`config.mk`:
```
export PLATFORM = sky130hd
export DESIGN_NAME = sdr_init_seq
export DESIGN_NICKNAME = d
export VERILOG_FILES = /design/src/rtl/sdr_init_seq.sv
export SDC_FILE = /design/constraint.sdc
export NUM_CORES = 1
export LEC_CHECK = 0
export BUFFER_PORTS_ARGS = -buffer_cell sky130_fd_sc_hd__buf_2
export CAP_MARGIN = 0
export CORE_UTILIZATION = 48
export CTS_CLUSTER_DIAMETER = 50
export DETAILED_ROUTE_END_ITERATION = 10
export PLACE_DENSITY = 0.8
export REMOVE_ABC_BUFFERS = 1
export SETUP_SLACK_MARGIN = 0.4
export SYNTH_ARGS = -nofsm -noshare
export SYNTH_HDL_FRONTEND = slang
export SYNTH_SLANG_ARGS = --single-unit
```
`constraint.sdc`:
```
create_clock -name clk -period 2.5 [get_ports clk]
set_clock_uncertainty 0.2 [all_clocks]
set_input_delay 0.125 -clock clk [delete_from_list [all_inputs] [get_ports clk]]
set_output_delay 0.125 -clock clk [all_outputs]
set_load 0.01 [all_outputs]
```
`src/rtl/sdr_init_seq.sv`:
```
// SDRAM power-up sequencer: PWRUP NOP wait, PRE-all, NUM_AREF x AREF, MRS, then init_done.
// Latency: all outputs registered; command for a cycle is decided at the preceding clock edge.
// Backpressure: none; cfg_sdr_en low aborts to IDLE (DESELECT, cke=0) on the next edge.
//
// Ports:
//   clk, reset_n                    clock, async active-low reset
//   cfg_sdr_en                      start/hold enable
//   cfg_sdr_mode_reg                MRS value, sampled on the edge that issues MRS
//   cfg_sdr_trp_d, cfg_sdr_trcar_d  PRE / AREF spacing, latched at start (0 acts as 1)
//   sdr_init_done                   level, high while in DONE
//   sdr_cke, sdr_cs_n, sdr_ras_n, sdr_cas_n, sdr_we_n, sdr_ba, sdr_addr   SDRAM command bus
module sdr_init_seq #(
    parameter int PWRUP_CYC  = 100,
    parameter int NUM_AREF   = 2,
    parameter int TMRD       = 2,
    parameter int SDR_ADDR_W = 13
) (
    input  logic                  clk,
    input  logic                  reset_n,
    input  logic                  cfg_sdr_en,
    input  logic [12:0]           cfg_sdr_mode_reg,
    input  logic [3:0]            cfg_sdr_trp_d,
    input  logic [3:0]            cfg_sdr_trcar_d,
    output logic                  sdr_init_done,
    output logic                  sdr_cke,
    output logic                  sdr_cs_n,
    output logic                  sdr_ras_n,
    output logic                  sdr_cas_n,
    output logic                  sdr_we_n,
    output logic [1:0]            sdr_ba,
    output logic [SDR_ADDR_W-1:0] sdr_addr
);

    localparam int              PW_W      = $clog2(PWRUP_CYC + 1);
    localparam logic [PW_W-1:0] PWR_LOAD  = PW_W'(PWRUP_CYC - 1);
    localparam logic [2:0]      AREF_LAST = 3'(NUM_AREF - 1);
    localparam logic [3:0]      MRD_LOAD  = 4'(TMRD - 1);

    localparam logic [3:0] CMD_DESEL = 4'b1111;
    localparam logic [3:0] CMD_NOP   = 4'b0111;
    localparam logic [3:0] CMD_PRE   = 4'b0010;
    localparam logic [3:0] CMD_AREF  = 4'b0001;
    localparam logic [3:0] CMD_MRS   = 4'b0000;

    typedef enum logic [3:0] {
        S_IDLE,
        S_PWRUP,
        S_PRE,
        S_WAIT_TRP,
        S_AREF,
        S_WAIT_TRCAR,
        S_MRS,
        S_WAIT_MRD,
        S_DONE
    } state_t;

    state_t                  state;
    state_t                  state_nxt;
    logic [PW_W-1:0]         pwr_cnt;
    logic [3:0]              sp_cnt;
    logic [2:0]              aref_cnt;
    logic [3:0]              trp_m1;
    logic [3:0]              trcar_m1;

    logic                    cke_nxt;
    logic                    done_nxt;
    logic [3:0]              cmd_nxt;
    logic [1:0]              ba_nxt;
    logic [SDR_ADDR_W-1:0]   addr_nxt;

    // Next state plus the decode of the command bus for the cycle after the edge.
    // Outputs are a function of state_nxt so they register in step with the state.
    always_comb begin
        state_nxt = state;
        cke_nxt   = 1'b1;
        done_nxt  = 1'b0;
        cmd_nxt   = CMD_NOP;
        ba_nxt    = 2'b00;
        addr_nxt  = '0;

        case (state)
            S_IDLE:       state_nxt = S_PWRUP;
            S_PWRUP:      if (pwr_cnt == '0) state_nxt = S_PRE;
            S_PRE,
            S_WAIT_TRP:   state_nxt = (sp_cnt == 4'd0) ? S_AREF : S_WAIT_TRP;
            S_AREF,
            S_WAIT_TRCAR: begin
                if (sp_cnt != 4'd0)              state_nxt = S_WAIT_TRCAR;
                else if (aref_cnt == AREF_LAST)  state_nxt = S_MRS;
                else                             state_nxt = S_AREF;
            end
            S_MRS,
            S_WAIT_MRD:   state_nxt = (sp_cnt == 4'd0) ? S_DONE : S_WAIT_MRD;
            S_DONE:       state_nxt = S_DONE;
            default:      state_nxt = S_IDLE;
        endcase

        // Enable low overrides everything: abort to IDLE without a partial command.
        if (!cfg_sdr_en) state_nxt = S_IDLE;

        case (state_nxt)
            S_IDLE: begin
                cke_nxt = 1'b0;
                cmd_nxt = CMD_DESEL;
            end
            S_PRE: begin
                cmd_nxt      = CMD_PRE;
                addr_nxt[10] = 1'b1;
            end
            S_AREF:  cmd_nxt = CMD_AREF;
            S_MRS: begin
                cmd_nxt  = CMD_MRS;
                addr_nxt = SDR_ADDR_W'(cfg_sdr_mode_reg);
            end
            S_DONE:  done_nxt = 1'b1;
            default: cmd_nxt = CMD_NOP;
        endcase
    end

    always_ff @(posedge clk or negedge reset_n) begin
        if (!reset_n) begin
            state <= S_IDLE;
        end else begin
            state <= state_nxt;
        end
    end

    // Timing latch (stored as N-1 with 0 treated as 1) and the three counters.
    always_ff @(posedge clk or negedge reset_n) begin
        if (!reset_n) begin
            pwr_cnt  <= PWR_LOAD;
            sp_cnt   <= 4'd0;
            aref_cnt <= 3'd0;
            trp_m1   <= 4'd0;
            trcar_m1 <= 4'd0;
        end else begin
            if (state == S_IDLE && state_nxt == S_PWRUP) begin
                trp_m1   <= (cfg_sdr_trp_d   == 4'd0) ? 4'd0 : cfg_sdr_trp_d   - 4'd1;
                trcar_m1 <= (cfg_sdr_trcar_d == 4'd0) ? 4'd0 : cfg_sdr_trcar_d - 4'd1;
            end

            if (state == S_IDLE)
                pwr_cnt <= PWR_LOAD;
            else if (state == S_PWRUP && pwr_cnt != '0)
                pwr_cnt <= pwr_cnt - 1'b1;

            // Loaded with spacing-1 on the edge that issues a command; the next
            // command goes out when it has drained to zero.
            case (state_nxt)
                S_PRE:   sp_cnt <= trp_m1;
                S_AREF:  sp_cnt <= trcar_m1;
                S_MRS:   sp_cnt <= MRD_LOAD;
                default: if (sp_cnt != 4'd0) sp_cnt <= sp_cnt - 4'd1;
            endcase

            // aref_cnt holds the index of the most recent AREF (0-based), so it
            // never exceeds NUM_AREF-1 and cannot wrap.
            if (state_nxt == S_PRE)
                aref_cnt <= 3'd0;
            else if (state_nxt == S_AREF && (state == S_AREF || state == S_WAIT_TRCAR))
                aref_cnt <= aref_cnt + 3'd1;
        end
    end

    always_ff @(posedge clk or negedge reset_n) begin
        if (!reset_n) begin
            sdr_init_done <= 1'b0;
            sdr_cke       <= 1'b0;
            {sdr_cs_n, sdr_ras_n, sdr_cas_n, sdr_we_n} <= CMD_DESEL;
            sdr_ba        <= 2'b00;
            sdr_addr      <= '0;
        end else begin
            sdr_init_done <= done_nxt;
            sdr_cke       <= cke_nxt;
            {sdr_cs_n, sdr_ras_n, sdr_cas_n, sdr_we_n} <= cmd_nxt;
            sdr_ba        <= ba_nxt;
            sdr_addr      <= addr_nxt;
        end
    end

endmodule

```
; Word-level counts from Yosys, hierarchy flattened
; Index checks and enable logic that the tools add are counted.
[word_totals]
word_cells = 71
output_inout_bits = 21
reg_bits = 45
inputBits = 24
[classes]
n_addsub = 5
n_eq_ne = 14
n_reduce_logical = 18
mux = 21
[op_table]
columns = op, count
row1 = equality test 4 x 3 -> 1 bit (second input constant), 6
row2 = 2-to-1 mux 4 bit, 6
row3 = case mux 4 bit (6 select lines), 1
row4 = logical NOT 4 bit, 5
row5 = case mux 4 bit (4 select lines), 1
row6 = 2-to-1 mux 7 bit, 2
row7 = equality test 4 x 2 -> 1 bit (second input constant), 3
row8 = case mux 4 bit (3 select lines), 1
row9 = subtractor 4 x 1 -> 4 bit (second input constant), 3
row10 = 2-to-1 mux 10 bit, 1
row11 = 2-to-1 mux 3 bit, 3
row12 = equality test 4 x 1 -> 1 bit (second input constant), 2
row13 = equality test 4 bit (second input constant), 2
row14 = nonzero test 4 bit, 2
row15 = logical NOT 7 bit, 1
row16 = nonzero test 7 bit, 1
row17 = subtractor 7 x 1 -> 7 bit (second input constant), 1
row18 = 2-to-1 mux 2 bit, 3
row19 = OR reduction 2 bit, 3
row20 = nonzero test 2 bit, 2
row21 = adder 3 x 1 -> 3 bit (second input constant), 1
row22 = equality test 3 x 1 -> 1 bit (second input constant), 1
row23 = logical AND 1 bit, 3
row24 = 2-to-1 mux 1 bit, 2
row25 = other kinds (2), 2

; Depth between registers and ports, before layout
[depth]
ltp_word = 9
ltp_mapped = 9

; Worst setup path before layout
; Ideal clock, no wire load.
[synth_path]
path_type = register to register
from = reg pwr_cnt[0]
to = reg aref_cnt[2]
required_ns = 2.223
setup_ns = 0.077
arrival_ns = 2.046
synth_period_minus_slack_ns = 2.323
stages_incl_launch_ff = 9
path_slack_ns = 0.177
path_buffers = 0
path_cell_list = dfstp_2 -> inv_1 -> ha_1 -> nor3b_1 -> and2_1 -> a211oi_4 -> nand4_4 -> or3_1 -> a21oi_1
[synth_via]
elab_chain_len = 7
word_cells_on_any_way = 9
[synth_rtl]
columns = item, line_no
row1 = from (decl), 59  ; logic [PW_W-1:0] pwr_cnt;
row2 = from (signal assigned), 145  ; pwr_cnt <= pwr_cnt - 1'b1;
row3 = logical NOT 7 bit (*), 83  ; S_PWRUP: if (pwr_cnt == '0) state_nxt = S_PRE;
row4 = 2-to-1 mux 4 bit (*), 83
row5 = case mux 4 bit (6 select lines) (*), 81  ; case (state)
row6 = 2-to-1 mux 4 bit (*), 99  ; if (!cfg_sdr_en) state_nxt = S_IDLE;
row7 = equality test 4 x 3 -> 1 bit, 160  ; else if (state_nxt == S_AREF && (state == S_AREF || state == S_WAIT_TRCAR))
row8 = logical AND 1 bit, 160
row9 = nonzero test 2 bit (no line), n/a
row10 = to (signal assigned), 161  ; aref_cnt <= aref_cnt + 3'd1;
row11 = to (decl), 61  ; logic [2:0] aref_cnt;
; Every way passes the cells marked *; elsewhere a longest branch is shown, timed or not.
; A chain may end at the register's enable or synchronous reset.

; Worst setup path after layout
[layout_path]
from = reg sp_cnt[0]
to = reg aref_cnt[2]
[layout_via]
elab_chain_len = 7
word_cells_on_any_way = 12
[layout_rtl]
columns = item, line_no
row1 = from (decl), 60  ; logic [3:0] sp_cnt;
row2 = from (signal assigned), 150  ; S_PRE: sp_cnt <= trp_m1;
row3 = from (signal assigned), 151  ; S_AREF: sp_cnt <= trcar_m1;
row4 = from (signal assigned), 153  ; default: if (sp_cnt != 4'd0) sp_cnt <= sp_cnt - 4'd1;
row5 = logical NOT 4 bit / nonzero test 4 bit (equally long branches), "85, 93, 88"
row6 = 2-to-1 mux 4 bit (tied with other cells), 93  ; S_WAIT_MRD: state_nxt = (sp_cnt == 4'd0) ? S_DONE : S_WAIT_MRD;
row7 = case mux 4 bit (6 select lines) (*), 81
row8 = 2-to-1 mux 4 bit (*), 99
row9 = equality test 4 x 3 -> 1 bit, 160
row10 = logical AND 1 bit, 160
row11 = nonzero test 2 bit (no line), n/a
; Marked as above.

==> impl_metrics.json <==
{
  "criticalPathCategory": "flip-flop to flip-flop",
  "synth_common_cells": "37 x dfrtp_1, 23 x nand2_1, 16 x nor2_1",
  "min_from": "cfg_sdr_trcar_d[2]",
  "finalSetupTns_ns": 0,
  "synth_edf_count": 0,
  "synthesis.instances": 199,
  "fmax_ghz": 0.425,
  "cp.arrival_ns": 2.37,
  "post-place-ws_ns": 0.104,
  "portBuffers": 42,
  "hold_class": "input port to flip-flop",
  "critPathMaxFanout": 3,
  "dieArea_mm2": 0.00462,
  "layout-drive-gt1-share": 0.436,
  "ys.flop_type": "dfrtp_1",
  "syn_area_per_cell_um2": 10.5,
  "worst_pin_slew_ns": 0.979,
  "yosysWarnings": 0,
  "cts-root-buf": "clkbuf_8",
  "clock-sinks": 45,
  "die_h_um": 67.9,
  "cp_top_family": "simple AND/OR/NAND/NOR gates",
  "grt_pass1_vias": 1770,
  "max_stage_delay_ns": 0.39,
  "worst_path_max_delay_cell": "dfrtp_1",
  "cts-buffers-inserted": 5,
  "worstRegToRegCells": 9,
  "antenna_found_initial": 0,
  "min_period_ns": 2.35,
  "yosysMostFrequentCell": "dfrtp_1",
  "hold_violations": 0,
  "h-tree-depth": 2,
  "dp_hpwl_um": 3000,
  "synth_top_cell_area_share": 0.444,
  "maxCapViolations": 0,
  "dieWidth_um": 67.9,
  "ant_nets": 0,
  "clk_pin_slew_worst_paths_ns": 0.08,
  "n_antenna_cell": 0,
  "synth_area_leaders": "dfrtp_1 44%, dfstp_2 10%, and2_1 4.2%",
  "final_min_period_over_clock_period": 0.941,
  "synthToLayoutAreaGrowth_pct": 42.9,
  "drc_errors": 0,
  "ys_async_sr_fraction": 1.00,
  "wl_per_cell_um": 16.5,
  "syn-cell-area_mm2": 0.00209,
  "report.final.slew_viol_count": 0,
  "min_delay_path_depth": 3,
  "dr.pass1.iters": 4,
  "slew_headroom": 0.348,
  "synth.distinct_cells": 43,
  "fin_ws_ns": 0.148,
  "power.density_mw_per_mm2": 635,
  "critPathBufInv": 2,
  "path_cells": "inv_1 > ha_4 > nor3b_4 > buf_4 > nor3b_2 > a211oi_4 > nand4_4 > or3_1 > a21oi_2",
  "vias": 1791,
  "grt-ovfl-total": 0,
  "p_leak_uw": 0.00146,
  "dr.first_iter.drc_count": 108,
  "grt_max_degree": 46,
  "tritoncts": "yes",
  "ir_worst_vdd_mv": 0.546,
  "end_kind": "flip-flop",
  "rows": 23,
  "gp_congestion": 0.789,
  "rr_startpoint": "sp_cnt[0]",
  "yosysSeqAreaShare": 0.544,
  "min_to": "trcar_m1[0]",
  "finalNetCount": 314,
  "finalSetupViolations": 0,
  "cts_buffer_depth": 2,
  "grt_use_total": 0.241,
  "outcome": "finished clean",
  "core_mm2": 0.00409,
  "drt_wl_total_um": 5550,
  "regToRegSetupSlack_ns": 0.15,
  "whs_ns": 0.0177,
  "rsz0062_at_grt": "true",
  "grt_pass1_wl_um": 7940,
  "clkLatencyLatePin_ns": 0.30,
  "yosys.area.top_type": "dfrtp_1",
  "vias_per_cell": 5.31,
  "r2r-end": "aref_cnt[2]",
  "crit_required_ns": 2.52,
  "io_pins": 45,
  "startpoint_type": "flip-flop",
  "synth-seq-cells": 45,
  "start_util": 0.511
}
-- where the power goes --
part	switching, uW	internal, uW
clock network	249	325
registers	60.5	794
logic	221	244
total	530	1360
-- per-stage QoR --
| stage | total power [uW] | utilization | std cells | cell area, um^2 |
|---|---|---|---|---|
| 2_1_floorplan | 1060 | - | 193 | 2050 |
| 3_3_place_gp | 1150 | 0.580 | 291 | 2370 |
| 3_5_place_dp | 1170 | 0.580 | 291 | 2370 |
| 4_1_cts | 1810 | 0.702 | 331 | 2870 |
| 5_1_grt | 1990 | 0.730 | 337 | 2980 |
| 6_report | 1890 | 0.730 | 337 | 2980 |
-- what timing repair did --
action	in CTS	in global routing
gates cloned	1	0
endpoints found under the setup margin	32	29
hold buffers	23	0
hold endpoints to repair	59	0
setup buffers	8	6
resized for setup	26	23
pin swaps	10	12
-- flip-flops by register name, indices dropped and copies added (netlist names) --
signal and cells:
sdr_cs_n 1, trcar_m1 4, sdr_ras_n 1, sdr_init_done 1
sdr_cas_n 1, sdr_addr 13, sp_cnt 4, state 4
pwr_cnt 7, aref_cnt 3, sdr_cke 1, sdr_we_n 1
trp_m1 4
-- worst reg2reg max path, cell delays in order (launching register included) --
cell and delay [ns]:
dfrtp_1 0.39, inv_1 0.12, ha_4 0.17, nor3b_4 0.25, buf_4 0.17, nor3b_2 0.05
a211oi_4 0.28, nand4_4 0.14, or3_1 0.36, a21oi_2 0.17
-- per-layer routing --
metal / share of wire / global-route usage / wire length, um / vias up
met3: 0.031 / 0.0733 / 174 / 17
met5: 0 / 0 / 0 / -
met1: 0.40 / 0.277 / 2230 / 874
met2: 0.53 / 0.406 / 2970 / 46
li1: - / - / - / 854
met4: 0.033 / 0.117 / 182 / 0
-- worst max path at each step --
stage / depth (start not counted) / endpoint / startpoint
floorplan: 8 / aref_cnt[2] / pwr_cnt[0]
global placement: 9 / sp_cnt[1] / pwr_cnt[0]
detailed placement: 9 / sp_cnt[1] / pwr_cnt[0]
CTS: 9 / sp_cnt[1] / pwr_cnt[0]
global route: 9 / aref_cnt[2] / sp_cnt[0]
finish: 9 / aref_cnt[2] / sp_cnt[0]
-- logic make-up after synthesis --
group | count (synthesis) | synth area share
flops | 45 | 0.544
other cells | 1 | 0.00180
simple gates | 89 | 0.249
fa+ha+maj | 4 | 0.0240
buf+inv | 15 | 0.0336
xor+xnor | 8 | 0.0336
compound gates | 37 | 0.113
-- layout by cell type (no fill, tap or decap), types with 4 or more instances in the layout --
cell and count:
nor3_1 7, and2_4 12, nor2_1 15, dlygate4sd3_1 23, buf_4 18, dfstp_2 8
o21ai_0 7, or3_1 5, buf_2 42, inv_1 5, xnor2_1 7, dfrtp_1 36
o21ai_2 4, clkbuf_8 6, o31ai_1 5, a21oi_1 7, nand2_1 22
-- final cells by class --
| type | count | area, um^2 |
|---|---|---|
| Sequential cell | 45 | 1140 |
| Fill cell | 264 | 1100 |
| Multi-Input combinational cell | 140 | 1020 |
| Timing Repair Buffer | 86 | 609 |
| Clock buffer | 6 | 82.6 |
| Tap cell | 50 | 62.6 |
| Clock inverter | 2 | 37.5 |
| Inverter | 8 | 30.0 |
Power figures use the tool's default switching activity.
